### config.mk
export PLATFORM = sky130hd
export DESIGN_NAME = meta_port_arbiter
export DESIGN_NICKNAME = d
export VERILOG_FILES = /design/src/rtl/meta_port_arbiter.sv
export SDC_FILE = /design/constraint.sdc
export NUM_CORES = 1
export LEC_CHECK = 0
export CORE_MARGIN = 2
export CORE_UTILIZATION = 42
export CTS_CLUSTER_DIAMETER = 200
export DETAILED_ROUTE_END_ITERATION = 12
export GPL_ROUTABILITY_DRIVEN = 0
export HOLD_SLACK_MARGIN = 0.12
export PLACE_DENSITY_LB_ADDON = 0.15
export SLEW_MARGIN = 10
export SYNTH_ARGS = -nofsm -noshare
export SYNTH_HDL_FRONTEND = slang
export SYNTH_SLANG_ARGS = --single-unit
### constraint.sdc
create_clock -name clk -period 2.1 [get_ports clk]
set_input_delay 0.21 -clock clk [delete_from_list [all_inputs] [get_ports clk]]
set_output_delay 0.21 -clock clk [all_outputs]
set_load 0.02 [all_outputs]
### src/rtl/meta_port_arbiter.sv
// Arbiter for the single-ported BSR metadata SRAM: two read requesters, one write
// requester, registered SRAM issue stage and a tag pipe routing read data back.
module meta_port_arbiter #(
    parameter int ADDR_W       = 32,
    parameter int DATA_W       = 32,
    parameter int RD_LAT       = 1,
    parameter int WR_BURST_MAX = 4
) (
    input  logic              clk,
    input  logic              rst_n,
    input  logic              flush,
    input  logic              r0_req,
    input  logic [ADDR_W-1:0] r0_addr,
    output logic              r0_gnt,
    output logic [DATA_W-1:0] r0_rdata,
    output logic              r0_rvalid,
    input  logic              r1_req,
    input  logic [ADDR_W-1:0] r1_addr,
    output logic              r1_gnt,
    output logic [DATA_W-1:0] r1_rdata,
    output logic              r1_rvalid,
    input  logic              w_req,
    input  logic [ADDR_W-1:0] w_addr,
    input  logic [DATA_W-1:0] w_wdata,
    output logic              w_gnt,
    output logic              mem_ren,
    output logic              mem_wen,
    output logic [ADDR_W-1:0] mem_addr,
    output logic [DATA_W-1:0] mem_wdata,
    input  logic [DATA_W-1:0] mem_rdata,
    output logic              busy
);

    localparam logic [2:0] BURST_MAX = 3'(WR_BURST_MAX);

    logic [2:0]      wr_streak;
    logic            last_rd;
    logic [RD_LAT:0] tag_vld;
    logic [RD_LAT:0] tag_id;
    logic            rd_pend;
    logic            rd_gnt;
    logic            rsp_hit;

    always_comb begin
        r0_gnt  = 1'b0;
        r1_gnt  = 1'b0;
        w_gnt   = 1'b0;
        rd_pend = r0_req | r1_req;
        if (rst_n && !flush) begin
            // A saturated write streak yields one slot to a pending read.
            if (w_req && !(wr_streak == BURST_MAX && rd_pend)) begin
                w_gnt = 1'b1;
            end else if (r0_req && r1_req) begin
                if (last_rd) r0_gnt = 1'b1;
                else         r1_gnt = 1'b1;
            end else if (r0_req) begin
                r0_gnt = 1'b1;
            end else if (r1_req) begin
                r1_gnt = 1'b1;
            end
        end
        rd_gnt  = r0_gnt | r1_gnt;
        rsp_hit = tag_vld[RD_LAT] & ~flush;
    end

    assign busy = |tag_vld;

    always_ff @(posedge clk) begin
        if (!rst_n) begin
            wr_streak <= '0;
            last_rd   <= 1'b1;
            tag_vld   <= '0;
            tag_id    <= '0;
            mem_ren   <= 1'b0;
            mem_wen   <= 1'b0;
            mem_addr  <= '0;
            mem_wdata <= '0;
            r0_rvalid <= 1'b0;
            r1_rvalid <= 1'b0;
            r0_rdata  <= '0;
            r1_rdata  <= '0;
        end else begin
            if (w_gnt && rd_pend) begin
                if (wr_streak != BURST_MAX) wr_streak <= wr_streak + 3'd1;
            end else if (!w_gnt) begin
                wr_streak <= '0;
            end

            if (r0_gnt) last_rd <= 1'b0;
            if (r1_gnt) last_rd <= 1'b1;

            mem_ren <= rd_gnt;
            mem_wen <= w_gnt;
            if (r0_gnt) mem_addr <= r0_addr;
            if (r1_gnt) mem_addr <= r1_addr;
            if (w_gnt) begin
                mem_addr  <= w_addr;
                mem_wdata <= w_wdata;
            end

            // Entry RD_LAT lines up with the cycle mem_rdata answers that read.
            tag_vld <= {tag_vld[RD_LAT-1:0], rd_gnt} & {(RD_LAT+1){~flush}};
            tag_id  <= {tag_id[RD_LAT-1:0], r1_gnt};

            r0_rvalid <= rsp_hit & ~tag_id[RD_LAT];
            r1_rvalid <= rsp_hit &  tag_id[RD_LAT];
            if (rsp_hit && !tag_id[RD_LAT]) r0_rdata <= mem_rdata;
            if (rsp_hit &&  tag_id[RD_LAT]) r1_rdata <= mem_rdata;
        end
    end

endmodule

# After elaboration in Yosys (flattened, before gate mapping)
# Cells that the tools add are included.
dict set report op_classes {
  n_bitwise 9
  eq_ne 4
  n_mux 19
  add_sub_neg 1
  n_reduce_logical 14
}
# operator n
set op_table {}
lappend op_table {{two-way mux 32 bit} 3}
lappend op_table {{two-way mux 1 bit} 13}
lappend op_table {{two-way mux 3 bit} 3}
lappend op_table {{logical AND 1 bit} 7}
lappend op_table {{!= test 2 x 1 -> 1 bit (second input constant)} 2}
lappend op_table {{OR reduction 2 bit} 2}
lappend op_table {{adder 3 x 1 -> 3 bit (second input constant)} 1}
lappend op_table {{AND 1 bit} 3}
lappend op_table {{== test 3 bit (second input constant)} 1}
lappend op_table {{logical NOT 1 bit} 3}
lappend op_table {{!= test 3 bit (second input constant)} 1}
lappend op_table {{NOT 1 bit} 3}
lappend op_table {{nonzero test 3 bit} 1}
lappend op_table {{AND 2 bit} 1}
lappend op_table {{bitwise OR 1 bit} 2}
lappend op_table {{AND reduction 2 bit} 1}
dict set report totals {
  elab_cells 59
  inputBits 166
  reg_bits 140
  output_inout_bits 136
}

# Logic depth before layout (Yosys ltp)
# Gate-level depths: netlist of the first run.
dict set report logic_depth {
  ltp_word 9
  mapped_depth 10
  mapped_depth_nobuf 8
}

# Worst setup path after synthesis of the first run
# No wires, ideal clock.
dict set report synth_path {
  kind {reg-to-reg}
  start {reg wr_streak[0]}
  end {reg mem_wdata[10]}
  path_stages_with_launch 9
  arrival_time_ps 1298
  required_ps 1972
  path_buffers 1
  period_less_slack_ps 1425
  setup_slack_ps 675
  path_cell_list {dfxtp_1 inv_1 ha_1 nand2_1 o21a_4 nand2_4 inv_4 clkbuf_1 o21ai_1}
}
dict set report synth_between {
  elab_chain_len 6
}
# element line
set synth_lines {}
lappend synth_lines {{from (decl)} 36} ;# logic [2:0] wr_streak;
lappend synth_lines {{from (signal assigned)} 84} ;# if (wr_streak != BURST_MAX) wr_streak <= wr_streak + 3'd1;
lappend synth_lines {{== test 3 bit} 51} ;# if (w_req && !(wr_streak == BURST_MAX && rd_pend)) begin
lappend synth_lines {{logical AND 1 bit} 51}
lappend synth_lines {{logical NOT 1 bit} 51}
lappend synth_lines {{logical AND 1 bit} 51}
lappend synth_lines {{two-way mux 1 bit} 51}
lappend synth_lines {{two-way mux 1 bit} 49} ;# if (rst_n && !flush) begin
lappend synth_lines {{to (signal assigned)} 98} ;# mem_wdata <= w_wdata;
lappend synth_lines {{to (decl)} 29} ;# output logic [DATA_W-1:0] mem_wdata,
# Every way passes these cells.
# A chain may end at the register's enable or synchronous reset.

# Worst setup path after layout of the first run
dict set report layout_path {
  start {reg wr_streak[0]}
  end {out r1_gnt}
}
dict set report layout_between {
  elab_chain_len 6
}
# element line
set layout_lines {}
lappend layout_lines {{== test 3 bit} 51}
lappend layout_lines {{logical AND 1 bit} 51}
lappend layout_lines {{logical NOT 1 bit} 51}
lappend layout_lines {{logical AND 1 bit} 51}
lappend layout_lines {{two-way mux 1 bit} 51}
lappend layout_lines {{two-way mux 1 bit} 49}
lappend layout_lines {{to (decl)} 19} ;# output logic r1_gnt,
# Every way passes these cells.

==> results of run 1 <==
[metrics by stage]
step | power [mW] | hold WS (ns) | cell area, µm² | utilization, %
after global placement | 3.70 | 0.420 | 8520 | 67.5
after floorplan | 3.17 | 0.319 | 5420 | -
after CTS | 6.81 | 0.214 | 9140 | 72.4
final | 6.76 | 0.226 | 9140 | 72.4
after detailed placement | 3.72 | 0.440 | 8520 | 67.5
after global routing | 6.98 | 0.238 | 9140 | 72.4
[final timing paths]
kind / from / depth (start not counted) / slack (ns) / end
worst max register to register: wr_streak[0]$_SDFFE_PN0P_ / 9 / 0.42 / mem_addr[22]$_SDFFE_PN0P_
worst min-delay path: rst_n / 4 / 0.23 / tag_vld[0]$_SDFF_PN0_
worst min register to register: tag_id[0]$_SDFF_PN0_ / 1 / 0.45 / tag_id[1]$_SDFF_PN0_
worst max-delay path: wr_streak[0]$_SDFFE_PN0P_ / 6 / 0.12 / r1_gnt
[sequential cells by signal (all words and copies together) (netlist names)]
signal,flops
tag_vld,2
wr_streak,3
last_rd,1
r1_rdata,32
mem_wdata,32
r0_rvalid,1
tag_id,2
r0_rdata,32
r1_rvalid,1
mem_addr,32
mem_wen,1
mem_ren,1
[layout by cell type, fill, tap and decap left out, drive strengths merged, types with 2 or more instances in the layout]
cell type,n
nor3,4
o21ai,66
dlygate4sd2,3
clkbuf,22
o21a,2
clkdlybuf4s50,297
clkinv,5
and2,4
nand3b,2
ha,2
nand2,197
a22oi,64
dfxtp,140
a21boi,64
nor2b,5
buf,18
bufinv,3
clkinvlp,2
inv,6
nor2,3
[cell usage after synthesis, drive strengths merged (2+ instances only)]
cell type	instances	area [µm²]
a21boi	64	480
a22oi	64	480
and2	4	25.0
buf	31	228
clkbuf	17	63.8
dfxtp	140	2800
ha	2	25.0
inv	6	25.0
nand2	197	747
nand3b	2	15.0
nor2	3	18.8
nor2b	5	38.8
nor3	4	31.3
o21a	2	22.5
o21ai	66	330
[critical path, delay by kind of cell, from the launching register on]
kind,cells,cell delay (ns)
AOI/OAI and AO/OA,1,0.23
adders and majority gates,1,0.15
buffers and inverters,2,0.46
DFF,1,0.32
and+or+nand+nor,2,0.22
[cell type report]
| cell class | instances | area (µm²) |
|---|---|---|
| Fill cell | 992 | 3480 |
| Timing Repair Buffer | 318 | 3170 |
| Sequential cell | 140 | 2800 |
| Multi-Input combinational cell | 423 | 2310 |
| Clock buffer | 22 | 484 |
| Tap cell | 172 | 215 |
| Clock inverter | 10 | 138 |
| Inverter | 6 | 25.0 |
[power groups by stage]
stage | clock network [mW] | registers (mW) | logic (mW)
after floorplan | 0 | 2.95 | 0.216
after global placement | 0 | 2.85 | 0.856
after detailed placement | 0 | 2.85 | 0.869
after CTS | 3.14 | 2.79 | 0.873
after global routing | 3.25 | 2.80 | 0.919
final | 3.10 | 2.79 | 0.869
[routing by layer]
metal	track usage (%)	routed length, µm
met1	25.6	6440
met2	44.6	9060
met3	8.96	1350
met4	12.0	642
met5	0	0
[logic make-up after synthesis]
logic type | count (synthesis) | synth area share, %
AND/OR/NAND/NOR | 221 | 17.2
AO/OA/AOI/OAI | 198 | 24.5
flip-flops | 140 | 51.7
buffers and inverters | 54 | 5.84
XOR/XNOR | 2 | 0.323
adder cells (fa/ha/maj) | 2 | 0.462
==> reports/results.ini, run 1 <==
[clocking]
cts_hold_buf = 0
h-tree-depth = 4
cts.sinks = 140
clk_pin_slew_worst_paths_ns = 0.05
post_cts_resized = 3
cts_root_buf = clkbuf_16
clk_latency_ns = 0.41
clk_path_buf_depth = 2
tritoncts = yes
numCtsBuffers = 17
postCtsSetupBuffers = 0

[layout]
fin_nets = 1074
drive_gt1_share_pct = 6.42
antenna_cells = 0
syn_to_final_growth_pct = 68.7
final_cells = 1091

[power]
power_frac_seq_pct = 41.3
pwr-share-clk_pct = 45.8
p_leak_nw = 3.22
combPwrFrac_pct = 12.8
intPower_mw = 5.24
switchingPower_mw = 1.52
vdd_ir_drop_max_uv = 441
p_sw_share_pct = 22.4
cellPowerDensity_nw_per_um2 = 740

[synth]
ys_types = 36
async_flop_share_pct = 0
synth-seq-area-share_pct = 51.7
synth_edf_count = 0
synth_fp_nets = 785
synthFlopType = dfxtp_1
synth_area_um2 = 5420
ys_warn_count = 0
ys_ff_latch = 140
synthCells = 617
syn_avg_cell_area_um2 = 8.78

[worst_hold_path]
min-delay-path-class = in -> reg

[timing]
relSlewSlack_pct = 59.8
setup_violations = 0
fin_tns_setup_ns = 0
maxSlewViolCount = 0
worst_pin_slew_ns = 0.602
layout_setup_ws_ns = 0.122
fin_crit_sh_pct = 94.2
fin_crit_ns = 1.98
rsz0062_at_grt = no
fin_skew_ns = 0.00852
hold_viol_final = 0
fmax_mhz = 505

[worst_setup_path]
crit_fanout = 5
cp_slowest_cell = dlygate4sd2_1
arrival_ns = 1.77
cp_cell_sequence = inv_1 -> ha_1 -> nand2_1 -> o21a_4 -> nor2b_1 -> dlygate4sd2_1
worst-setup-path-type = reg -> out
crit_path_end_kind = output pin
critPathMaxStageDelay_ns = 0.37
required_ns = 1.89
cp-start-kind = flop

[die]
rows = 41
start_util_pct = 43.0
core-area_um2 = 12600
dieArea_um2 = 13800
die_h_um = 118
pin_count = 302
die_w_um = 118

[grt]
first_global_vias = 5438
grt_max_degree = 97
grt_pass1_wl_um = 27500
grt_overflow = 0
grt_usage_pct = 24.9
antenna_found_initial = 0

[routing]
viasPerCell = 5.00
num_vias = 5460
drt_wl_total_um = 17500
wl_per_cell_um = 16.0
firstDrtPassIters = 4
ant_nets = 0
drt_iter0_markers = 343
drcViolationCount = 0

[placed_design]
dp_cells = 1059
io_buffer_count = 301
dp_slack_ns = -0.0611
place_hpwl_um = 12700

[outcome]
status = complete, no violations

[run]
maxCapViolCount = 0

No activity file was read; power rests on OpenSTA's default activity.
==> inputs of run 2 (changes only) <==
--- a/config.mk
+++ b/config.mk
@@ -9,7 +9,6 @@
 export CORE_UTILIZATION = 42
 export CTS_CLUSTER_DIAMETER = 200
 export DETAILED_ROUTE_END_ITERATION = 12
-export GPL_ROUTABILITY_DRIVEN = 0
 export HOLD_SLACK_MARGIN = 0.12
 export PLACE_DENSITY_LB_ADDON = 0.15
 export SLEW_MARGIN = 10
==> results of run 2 <==
Same layout as run 1: the final DEF is identical, and so are final timing and power.
==> inputs of run 3 (changes only) <==
--- a/config.mk
+++ b/config.mk
@@ -15,3 +15,4 @@
 export SYNTH_ARGS = -nofsm -noshare
 export SYNTH_HDL_FRONTEND = slang
 export SYNTH_SLANG_ARGS = --single-unit
+export TNS_END_PERCENT = 5
==> results of run 3 <==
Same layout as run 1: the final DEF is identical, and so are final timing and power.
